==> src/rtl/cam_pkg.sv <==
// Shared constants, types and the truth-table entry function for the CAM adder cells.
// The lookup side reuses entry_f as its reference model.
package cam_pkg;
  localparam int NUM_CELL  = 8;
  localparam int ADDR_W    = 3;
  localparam int DATA_W    = 2;
  localparam int MAX_RETRY = 3;
  localparam int RETRY_W   = $clog2(MAX_RETRY + 1);

  typedef enum logic {OP_ADD = 1'b0, OP_SUB = 1'b1} op_e;

  typedef enum logic [2:0] {
    ST_IDLE  = 3'd0,
    ST_WRITE = 3'd1,
    ST_READ  = 3'd2,
    ST_CHECK = 3'd3,
    ST_DONE  = 3'd4,
    ST_FAIL  = 3'd5
  } state_e;

  // idx = {a,b,c}; bit0 = sum/diff, bit1 = carry/borrow
  function automatic logic [DATA_W-1:0] entry_f(op_e op, logic [ADDR_W-1:0] idx);
    logic a, b, c;
    a = idx[2];
    b = idx[1];
    c = idx[0];
    entry_f[0] = a ^ b ^ c;
    if (op == OP_SUB) entry_f[1] = (~a & b) | (~a & c) | (b & c);
    else              entry_f[1] = (a & b) | (a & c) | (b & c);
  endfunction
endpackage

==> src/rtl/cam_table_loader_if.sv <==
// Write/read port between the table loader (master) and the CAM array (slave).
interface cam_table_loader_if;
  import cam_pkg::*;
  logic              cam_we;
  logic              cam_re;
  logic [ADDR_W-1:0] cam_addr;
  logic [DATA_W-1:0] cam_wdata;
  logic [DATA_W-1:0] cam_rdata;

  modport master (output cam_we, cam_re, cam_addr, cam_wdata, input cam_rdata);
  modport slave  (input cam_we, cam_re, cam_addr, cam_wdata, output cam_rdata);
endinterface

==> src/rtl/cam_retry_cnt.sv <==
// Per-entry retry counter; saturates at MAX_RETRY and flags exhaustion.
module cam_retry_cnt
  import cam_pkg::*;
(
  input  logic clk,
  input  logic rst,
  input  logic i_clr,
  input  logic i_inc,
  output logic o_exhausted
);
  logic [RETRY_W-1:0] r_cnt;

  assign o_exhausted = (r_cnt == RETRY_W'(MAX_RETRY));

  always_ff @(posedge clk or posedge rst) begin
    if (rst)                         r_cnt <= '0;
    else if (i_clr)                  r_cnt <= '0;
    else if (i_inc && !o_exhausted)  r_cnt <= r_cnt + 1'b1;
  end
endmodule

==> src/rtl/cam_table_loader.sv <==
// Writes each truth-table entry into the CAM, reads it back, retries on mismatch,
// and raises table_valid once every entry has verified.
module cam_table_loader
  import cam_pkg::*;
(
  input  logic               clk,
  input  logic               rst,
  input  logic               start,
  input  logic               op_sel,
  input  logic               abort,
  cam_table_loader_if.master cam,
  output logic               busy,
  output logic               table_valid,
  output logic               done,
  output logic               error,
  output logic [ADDR_W-1:0]  err_addr
);
  state_e            r_state;
  op_e               r_op;
  logic [ADDR_W-1:0] r_idx;
  logic              r_done, r_valid, r_error;
  logic [ADDR_W-1:0] r_err_addr;

  logic [DATA_W-1:0] w_entry;
  logic w_check, w_match, w_last, w_idle_like, w_accept, w_exhausted;

  assign w_entry     = entry_f(r_op, r_idx);
  assign w_check     = (r_state == ST_CHECK);
  assign w_match     = (cam.cam_rdata == w_entry);
  assign w_last      = (r_idx == ADDR_W'(NUM_CELL - 1));
  assign w_idle_like = (r_state == ST_IDLE) || (r_state == ST_DONE) || (r_state == ST_FAIL);
  assign w_accept    = w_idle_like && start && !abort;

  cam_retry_cnt u_retry (
    .clk         (clk),
    .rst         (rst),
    .i_clr       (w_accept || (w_check && w_match)),
    .i_inc       (w_check && !w_match && !abort),
    .o_exhausted (w_exhausted)
  );

  assign cam.cam_we    = (r_state == ST_WRITE);
  assign cam.cam_re    = (r_state == ST_READ);
  assign cam.cam_addr  = r_idx;
  assign cam.cam_wdata = (r_state == ST_WRITE) ? w_entry : '0;

  assign busy        = (r_state == ST_WRITE) || (r_state == ST_READ) || (r_state == ST_CHECK);
  assign table_valid = r_valid;
  assign done        = r_done;
  assign error       = r_error;
  assign err_addr    = r_err_addr;

  always_ff @(posedge clk or posedge rst) begin
    if (rst) begin
      r_state    <= ST_IDLE;
      r_op       <= OP_ADD;
      r_idx      <= '0;
      r_done     <= 1'b0;
      r_valid    <= 1'b0;
      r_error    <= 1'b0;
      r_err_addr <= '0;
    end else if (abort) begin
      // error/err_addr survive an abort so software can still inspect them
      r_state <= ST_IDLE;
      r_done  <= 1'b0;
      r_valid <= 1'b0;
    end else begin
      r_done <= 1'b0;
      case (r_state)
        ST_IDLE, ST_DONE, ST_FAIL: if (start) begin
          r_op       <= op_e'(op_sel);
          r_idx      <= '0;
          r_error    <= 1'b0;
          r_err_addr <= '0;
          r_valid    <= 1'b0;
          r_state    <= ST_WRITE;
        end
        ST_WRITE: r_state <= ST_READ;
        ST_READ:  r_state <= ST_CHECK;
        ST_CHECK: begin
          if (w_match) begin
            if (w_last) begin
              r_state <= ST_DONE;
              r_done  <= 1'b1;
              r_valid <= 1'b1;
            end else begin
              r_idx   <= r_idx + 1'b1;
              r_state <= ST_WRITE;
            end
          end else if (w_exhausted) begin
            r_state    <= ST_FAIL;
            r_error    <= 1'b1;
            r_err_addr <= r_idx;
          end else begin
            r_state <= ST_WRITE;
          end
        end
        default: r_state <= ST_IDLE;
      endcase
    end
  end
endmodule

==> src/flat_wrapper.sv <==
// flat-port wrapper written by rule: the top's interface ports become plain ports
module cam_table_loader_flat import cam_pkg::*;
  (clk, rst, start, op_sel, abort, busy, table_valid, done, error, err_addr, cam_cam_we, cam_cam_re, cam_cam_addr, cam_cam_wdata, cam_cam_rdata);
  cam_table_loader_if cam_i ();
  input  logic clk;
  input  logic rst;
  input  logic start;
  input  logic op_sel;
  input  logic abort;
  output logic busy;
  output logic table_valid;
  output logic done;
  output logic error;
  output logic [ADDR_W-1:0] err_addr;
  output wire logic [$bits(cam_i.cam_we)-1:0] cam_cam_we;
  output wire logic [$bits(cam_i.cam_re)-1:0] cam_cam_re;
  output wire logic [$bits(cam_i.cam_addr)-1:0] cam_cam_addr;
  output wire logic [$bits(cam_i.cam_wdata)-1:0] cam_cam_wdata;
  input wire logic [$bits(cam_i.cam_rdata)-1:0] cam_cam_rdata;
  assign cam_cam_we = cam_i.cam_we;
  assign cam_cam_re = cam_i.cam_re;
  assign cam_cam_addr = cam_i.cam_addr;
  assign cam_cam_wdata = cam_i.cam_wdata;
  assign cam_i.cam_rdata = cam_cam_rdata;
  cam_table_loader u_core (.clk(clk), .rst(rst), .start(start), .op_sel(op_sel), .abort(abort), .cam(cam_i), .busy(busy), .table_valid(table_valid), .done(done), .error(error), .err_addr(err_addr));
endmodule
==> config.mk <==
export PLATFORM = sky130hd
export DESIGN_NAME = cam_table_loader_flat
export DESIGN_NICKNAME = d
export VERILOG_FILES = /design/src/rtl/cam_pkg.sv /design/src/rtl/cam_table_loader_if.sv /design/src/rtl/cam_retry_cnt.sv /design/src/rtl/cam_table_loader.sv /design/src/flat_wrapper.sv
export SDC_FILE = /design/constraint.sdc
export NUM_CORES = 1
export LEC_CHECK = 0
export ABC_AREA = 0
export CORE_MARGIN = 2
export CORE_UTILIZATION = 40
export DETAILED_ROUTE_END_ITERATION = 8
export PLACE_DENSITY_LB_ADDON = 0.15
export SYNTH_ARGS = -nofsm -noshare
export SYNTH_HDL_FRONTEND = slang
export SYNTH_HIERARCHICAL = 1
export SYNTH_SLANG_ARGS = --single-unit
==> constraint.sdc <==
create_clock -name clk -period 5.6 [get_ports clk]
set_input_delay 1.68 -clock clk [delete_from_list [all_inputs] [get_ports clk]]
set_output_delay 1.68 -clock clk [all_outputs]
set_load 0.1 [all_outputs]
==> impl_metrics.csv, run 1 <==
group,metric,value,unit
status,status,"finished clean",
global_route,grt_pass1_vias,744,
clocking,cts.path.max_buffers,2,
floorplanning,dieArea,0.002715,mm2
global_route,grt_max_degree,14,
clocking,cts-root-buf,"clkbuf_4",
clocking,cts_tree,"built",
setup_path,worstSetupPathType,"register to primary output",
setup_path,critPathSlowestCell,"clkdlybuf4s50_1",
pwr,cellLeakagePower,0.5182,nW
floorplanning,start_util,42.26,%
synthesis,synthDistinctLibCells,33,
hold_path,hp-class,"register to register",
global_route,grt_use_total,16.15,%
synthesis,yosysTopAreaCell,"dfrtp_1",
timing,tns,0,ps
placement,numPortBuffers,20,
placement,globalplace.congestion,0.7341,
synthesis,syn_nets,106,
drt,first_iter_violations,11,
drt,drt-total-wl,1.914,mm
finish,final_cell_mix,"clkdlybuf4s50_1, dfrtp_1, nand2_1",
synthesis,synthCells,94,
timing,finClkSkew,6.994,ps
global_route,grt.overflow.total,0,
synthesis,syn-cell-area,925.9,um2
timing,rsz0062_at_grt,"false",
drt,firstDrtPassIters,4,
hold_path,min_path_cells,1,
placement,dp_hpwl,1.421,mm
floorplanning,die_w,52.11,um
timing,fmax,231.1,MHz
setup_path,r2r_cells,9,
finish,diodes,0,
finish,final_common_cell,"clkdlybuf4s50_1",
clocking,cts.repair.resized,0,
timing,hold_viol,0,
clocking,htree_levels,1,
setup_path,path_max_fanout,7,
clocking,post-cts-setup-buffers,0,
timing,slew_violations,0,
setup_path,rr_endpoint,"u_core/u_retry/r_cnt[0]",
drt,detail_route.wl_per_cell,13.48,um
global_route,grt_pass1_wl,3.194,mm
finish,fin_nets,127,
timing,finalWorstSetupSlack,1273,ps
timing,worst_pin_slew,972.3,ps
finish,synthToLayoutAreaGrowth,26.62,%
synthesis,syn-mean-instance-area,9.850,um2
hold_path,hold_end,"u_core/error",
floorplanning,die_h,52.11,um
finish,drive_above_1_share,8.772,%
synthesis,ys_seq_area_share,40.54,%
drt,ant_nets,0,
synthesis,ys_top_cells_by_area,"dfrtp_1, ha_1, o2bb2ai_1, nand2_1, mux2_4",
setup_path,arrival,2650,ps
timing,min_period,4328,ps
synthesis,yosys_most_used_dff,"dfrtp_1",
setup_path,rrSetupSlack,3000,ps
pwr,ir_drop,0.2653,mV
drt,post-route-drc-count,0,
pwr,finalPower,0.0003633,W
synthesis,synth_enable_flop_cells,0,
synthesis,ys_seq_elements,15,
setup_path,crit_chain,"inv_1 -> ha_1 -> mux2_4 -> a211oi_2 -> nor3_1 -> clkdlybuf4s50_1",
clocking,clkTransAtPathRegs,90,ps
clocking,numCtsBuffers,3,
clocking,cts_sinks,15,
job,maxCapViolations,0,
timing,hold_ws,496.1,ps
floorplanning,core,0.002191,mm2
timing,setup_violations,0,
placement,place_ws,1563,ps
finish,final_cell_count_no_fill,142,
drt,avgViaCountPerCell,5.345,
clocking,clk_latency,280,ps
setup_path,end_kind,"primary output",
global_route,antenna_found_initial,0,
setup_path,timing.rr.start,"u_core/cam.cam_addr[2]",
floorplanning,rows,17,
synthesis,synth_top_area_share,40.54,%
hold_path,hold_start,"u_core/error",
floorplanning,ios,21,
timing,maxSlewHeadroom,34.98,%
placement,dp.cells,138,
finish,fill_cells,199,
clocking,cts_hold_buf,0,
synthesis,ys_warn_count,6,
timing,min_period_over_period,77.28,%
setup_path,critPathLaunchType,"register",
setup_path,cp.required,3920,ps
setup_path,slowest_delay,980,ps
drt,vias,759,
pwr,power_density,309.9,mW/mm2
synthesis,postSynth.asyncResetShare,100.0,%
## routing by layer
layer / vias up / global-route usage [%] / part of all wire, %
li1: 372 / - / -
met3: 2 / 1.724 / 3.6
met2: 19 / 27.22 / 47
met4: 0 / 9.211 / 1.4
met1: 366 / 19.85 / 48
met5: - / 0 / 0
## cell families after synthesis
logic type / share of synthesized area [%]
buffers and inverters: 3.648
adders and majority gates: 6.757
and+or+nand+nor: 23.11
AOI/OAI and AO/OA: 15.95
xor gates and xnor gates: 5.542
DFF: 40.54
muxes: 4.460
## stage by stage
step	util, %	cell area [um2]
2_1_floorplan	-	925.9
3_3_place_gp	52.31	1146
3_5_place_dp	52.31	1146
4_1_cts	53.51	1172
5_1_grt	53.51	1172
6_report	53.51	1172
## worst max-delay path: cells and delay by family (launching register included)
kind,cells,cell delay [ps]
compound gates,1,330
fa+ha+maj,1,180
buf+inv,2,1050
mux,1,260
simple gates,1,80
flops,1,470
## registers in the layout (all words and copies together), names as in the netlist
name	flops
u_core/cam.cam_addr	3
u_core/error	1
u_core/r_op	1
u_core/u_retry/r_cnt	2
u_core/err_addr	3
u_core/r_state	3
u_core/done	1
u_core/table_valid	1
## how the worst max path moves through the flow
stage	startpoint	slack, ps	endpoint	cells past startpoint
after global routing	u_core/cam.cam_addr[2]	1170	cam_cam_wdata[1]	6
final	u_core/cam.cam_addr[2]	1270	cam_cam_wdata[1]	6
after global placement	u_core/cam.cam_addr[2]	1640	cam_cam_wdata[1]	6
after floorplan	u_core/cam.cam_addr[2]	270	cam_cam_wdata[0]	4
after detailed placement	u_core/cam.cam_addr[2]	1560	cam_cam_wdata[1]	6
after CTS	u_core/cam.cam_addr[2]	1240	cam_cam_wdata[1]	6
## layout make-up
cell class | count | area, um2 | share of cell area (%)
Clock buffer | 4 | 26.28 | 2.241
Inverter | 5 | 18.77 | 1.601
Multi-Input combinational cell | 70 | 516.7 | 44.08
Sequential cell | 15 | 375.4 | 32.02
Tap cell | 28 | 35.03 | 2.988
Timing Repair Buffer | 20 | 200.2 | 17.08
## Yosys cell counts (2+ instances only)
cell type / n
o21ai_0: 3
o2bb2ai_1: 6
mux2_4: 2
nor3_1: 3
xor2_1: 3
nand2b_1: 3
nor2b_1: 2
nor2_1: 7
and2_1: 2
a21oi_1: 2
inv_1: 5
nand3b_1: 2
a211oi_1: 2
and3_1: 3
or3_1: 2
dfrtp_1: 15
nand2_1: 9
ha_1: 5
clkbuf_1: 4
## power by group
part / internal (W) / total, W / switching, W
logic: 0.0000500 / 0.000161 / 0.000111
registers: 0.000120 / 0.000142 / 0.0000225
clock network: 0.0000276 / 0.0000604 / 0.0000328
(Power assumes the default switching activity.)
==> run 2, diff against run 1 <==
==> constraint.sdc (replaced) <==
create_clock -name clk -period 3.6 [get_ports clk]
set_input_delay 1.08 -clock clk [delete_from_list [all_inputs] [get_ports clk]]
set_output_delay 1.08 -clock clk [all_outputs]
set_load 0.1 [all_outputs]
==> run 2 against run 1 <==
- cell count up 0.70%
- register-to-register slack worse by 2100 ps
- first-iteration DRC count down 55%
- routed wire length up 0.73%
- power up 57%
- global-route usage about the same
- worst hold slack better by 23 ps
- sequential power up 57%
- critical path depth unchanged
- cell area down 0.32%
- sequential share of layout area up 0.10 points
- largest power group unchanged
==> impl_metrics.csv, run 2 (same netlist as run 1, synthesis figures left out) <==
group,metric,value,unit
clocking,cts.path.max_buffers,2,
setup_path,end_kind,"primary output",
timing,worst_pin_slew,486.2,ps
setup_path,r2r_cells,9,
setup_path,path_max_fanout,7,
finish,diodes,0,
global_route,gr-usage-met1,20.15,%
status,status,"finished clean",
drt,first_iter_violations,5,
global_route,grt_pass1_wl,3.139,mm
floorplanning,die_h,52.11,um
setup_path,path_buf_inv,2,
setup_path,rr_endpoint,"u_core/u_retry/r_cnt[0]",
hold_path,hold_start,"u_core/error",
drt,vias,744,
placement,globalplace.congestion,0.7556,
setup_path,crit_chain,"inv_1 -> ha_1 -> mux2_4 -> a211oi_2 -> nor3_4 -> buf_4",
timing,tns,0,ps
floorplanning,dieArea,0.002715,mm2
hold_path,hp-class,"register to register",
timing,maxSlewHeadroom,67.55,%
hold_path,hold_end,"u_core/error",
floorplanning,ios,21,
global_route,grt-busiest-layer,"met2",
clocking,cts.repair.resized,0,
drt,avgViaCountPerCell,5.203,
setup_path,cp.required,2520,ps
setup_path,worstSetupPathType,"register to primary output",
timing,hold_viol,0,
setup_path,rrSetupSlack,900,ps
setup_path,critPathSlowestCell,"dfrtp_1",
drt,drt-total-wl,1.928,mm
clocking,clkTransAtPathRegs,90,ps
clocking,cts_sinks,15,
pwr,cellLeakagePower,0.5570,nW
clocking,htree_levels,1,
global_route,grt_use_total,16.19,%
drt,firstDrtPassIters,3,
finish,final_cell_mix,"buf_4, dfrtp_1, nand2_1",
global_route,grt.overflow.total,0,
timing,finClkSkew,10.43,ps
timing,rsz0062_at_grt,"false",
job,maxCapViolations,0,
global_route,grt_max_degree,14,
clocking,numCtsBuffers,3,
setup_path,arrival,1950,ps
timing,setup_violations,0,
timing,hold_ws,519.5,ps
drt,detail_route.wl_per_cell,13.48,um
finish,synthToLayoutAreaGrowth,26.22,%
timing,fmax,330.2,MHz
clocking,cts_hold_buf,0,
floorplanning,rows,17,
timing,min_period,3028,ps
drt,ant_nets,0,
timing,min_period_over_period,84.11,%
global_route,grtUsageMet3,5.172,%
global_route,grt_use_met2,27.00,%
drt,post-route-drc-count,0,
finish,drive_above_1_share,24.35,%
setup_path,slowest_delay,490,ps
finish,final_area,0.001169,mm2
placement,postPlaceCellArea,0.001141,mm2
floorplanning,die_w,52.11,um
hold_path,min_path_cells,1,
global_route,antenna_found_initial,0,
setup_path,timing.rr.start,"u_core/cam.cam_addr[2]",
placement,numPortBuffers,20,
finish,fin_nets,128,
setup_path,cpLargestDelayFamily,"flip-flops",
setup_path,critPathLaunchType,"register",
pwr,ir_drop,0.4623,mV
placement,dp_hpwl,1.458,mm
floorplanning,core,0.002191,mm2
clocking,cts-root-buf,"clkbuf_4",
global_route,grt_pass1_vias,690,
floorplanning,start_util,42.26,%
clocking,clk_latency,290,ps
clocking,cts_tree,"built",
clocking,post-cts-setup-buffers,0,
timing,slew_violations,0,
pwr,power_density,488.9,mW/mm2
run 2: cell types whose count changed in the layout (fill, tap and decap cells not counted):
cell | before | now
nor3_4 | 0 | 2
buf_4 | 0 | 15
nor3_1 | 3 | 1
clkdlybuf4s50_1 | 20 | 6
clkinv_2 | 0 | 1
clkbuf_1 | 1 | 0
run 2: layout make-up:
type / instances / area (um2)
fill: 205 / 1022
multi-input combinational: 70 / 539.3
sequential: 15 / 375.4
timing repair buffer: 21 / 172.7
tap: 28 / 35.03
clock buffer: 3 / 22.52
inverter: 5 / 18.77
clock inverter: 1 / 5.005
run 2: worst max-delay path by stage:
stage / startpoint / to / slack [ps] / cells past startpoint
2_1_floorplan: u_core/cam.cam_addr[2] / cam_cam_wdata[0] / 130 / 4
3_3_place_gp: abort / u_core/u_retry/r_cnt[0] / 770 / 5
3_5_place_dp: abort / u_core/u_retry/r_cnt[0] / 710 / 5
4_1_cts: u_core/cam.cam_addr[2] / cam_cam_wdata[1] / 540 / 6
5_1_grt: u_core/cam.cam_addr[2] / cam_cam_wdata[1] / 460 / 6
6_report: u_core/cam.cam_addr[2] / cam_cam_wdata[1] / 570 / 6
run 2: per-stage QoR:
stage	power, W	worst slack (ps)	utilization [%]	cells
2_1_floorplan	0.0004281	132.4	-	94
3_3_place_gp	0.0004758	770.8	52.08	139
3_5_place_dp	0.0004802	710.9	52.08	139
4_1_cts	0.0005765	537.6	53.34	143
5_1_grt	0.0006031	458.3	53.34	143
6_report	0.0005713	571.9	53.34	143
run 2: per-layer routing:
layer / vias to the layer above / wire length [um]
li1: 375 / -
met1: 354 / 901
met2: 15 / 942
met3: 0 / 84
met4: 0 / 0
met5: - / 0
run 2: power breakdown:
group	switching, W	leakage, nW	internal, W
clock	0.0000538	0.0177	0.0000413
combinational	0.000178	0.334	0.0000760
sequential	0.0000364	0.205	0.000186
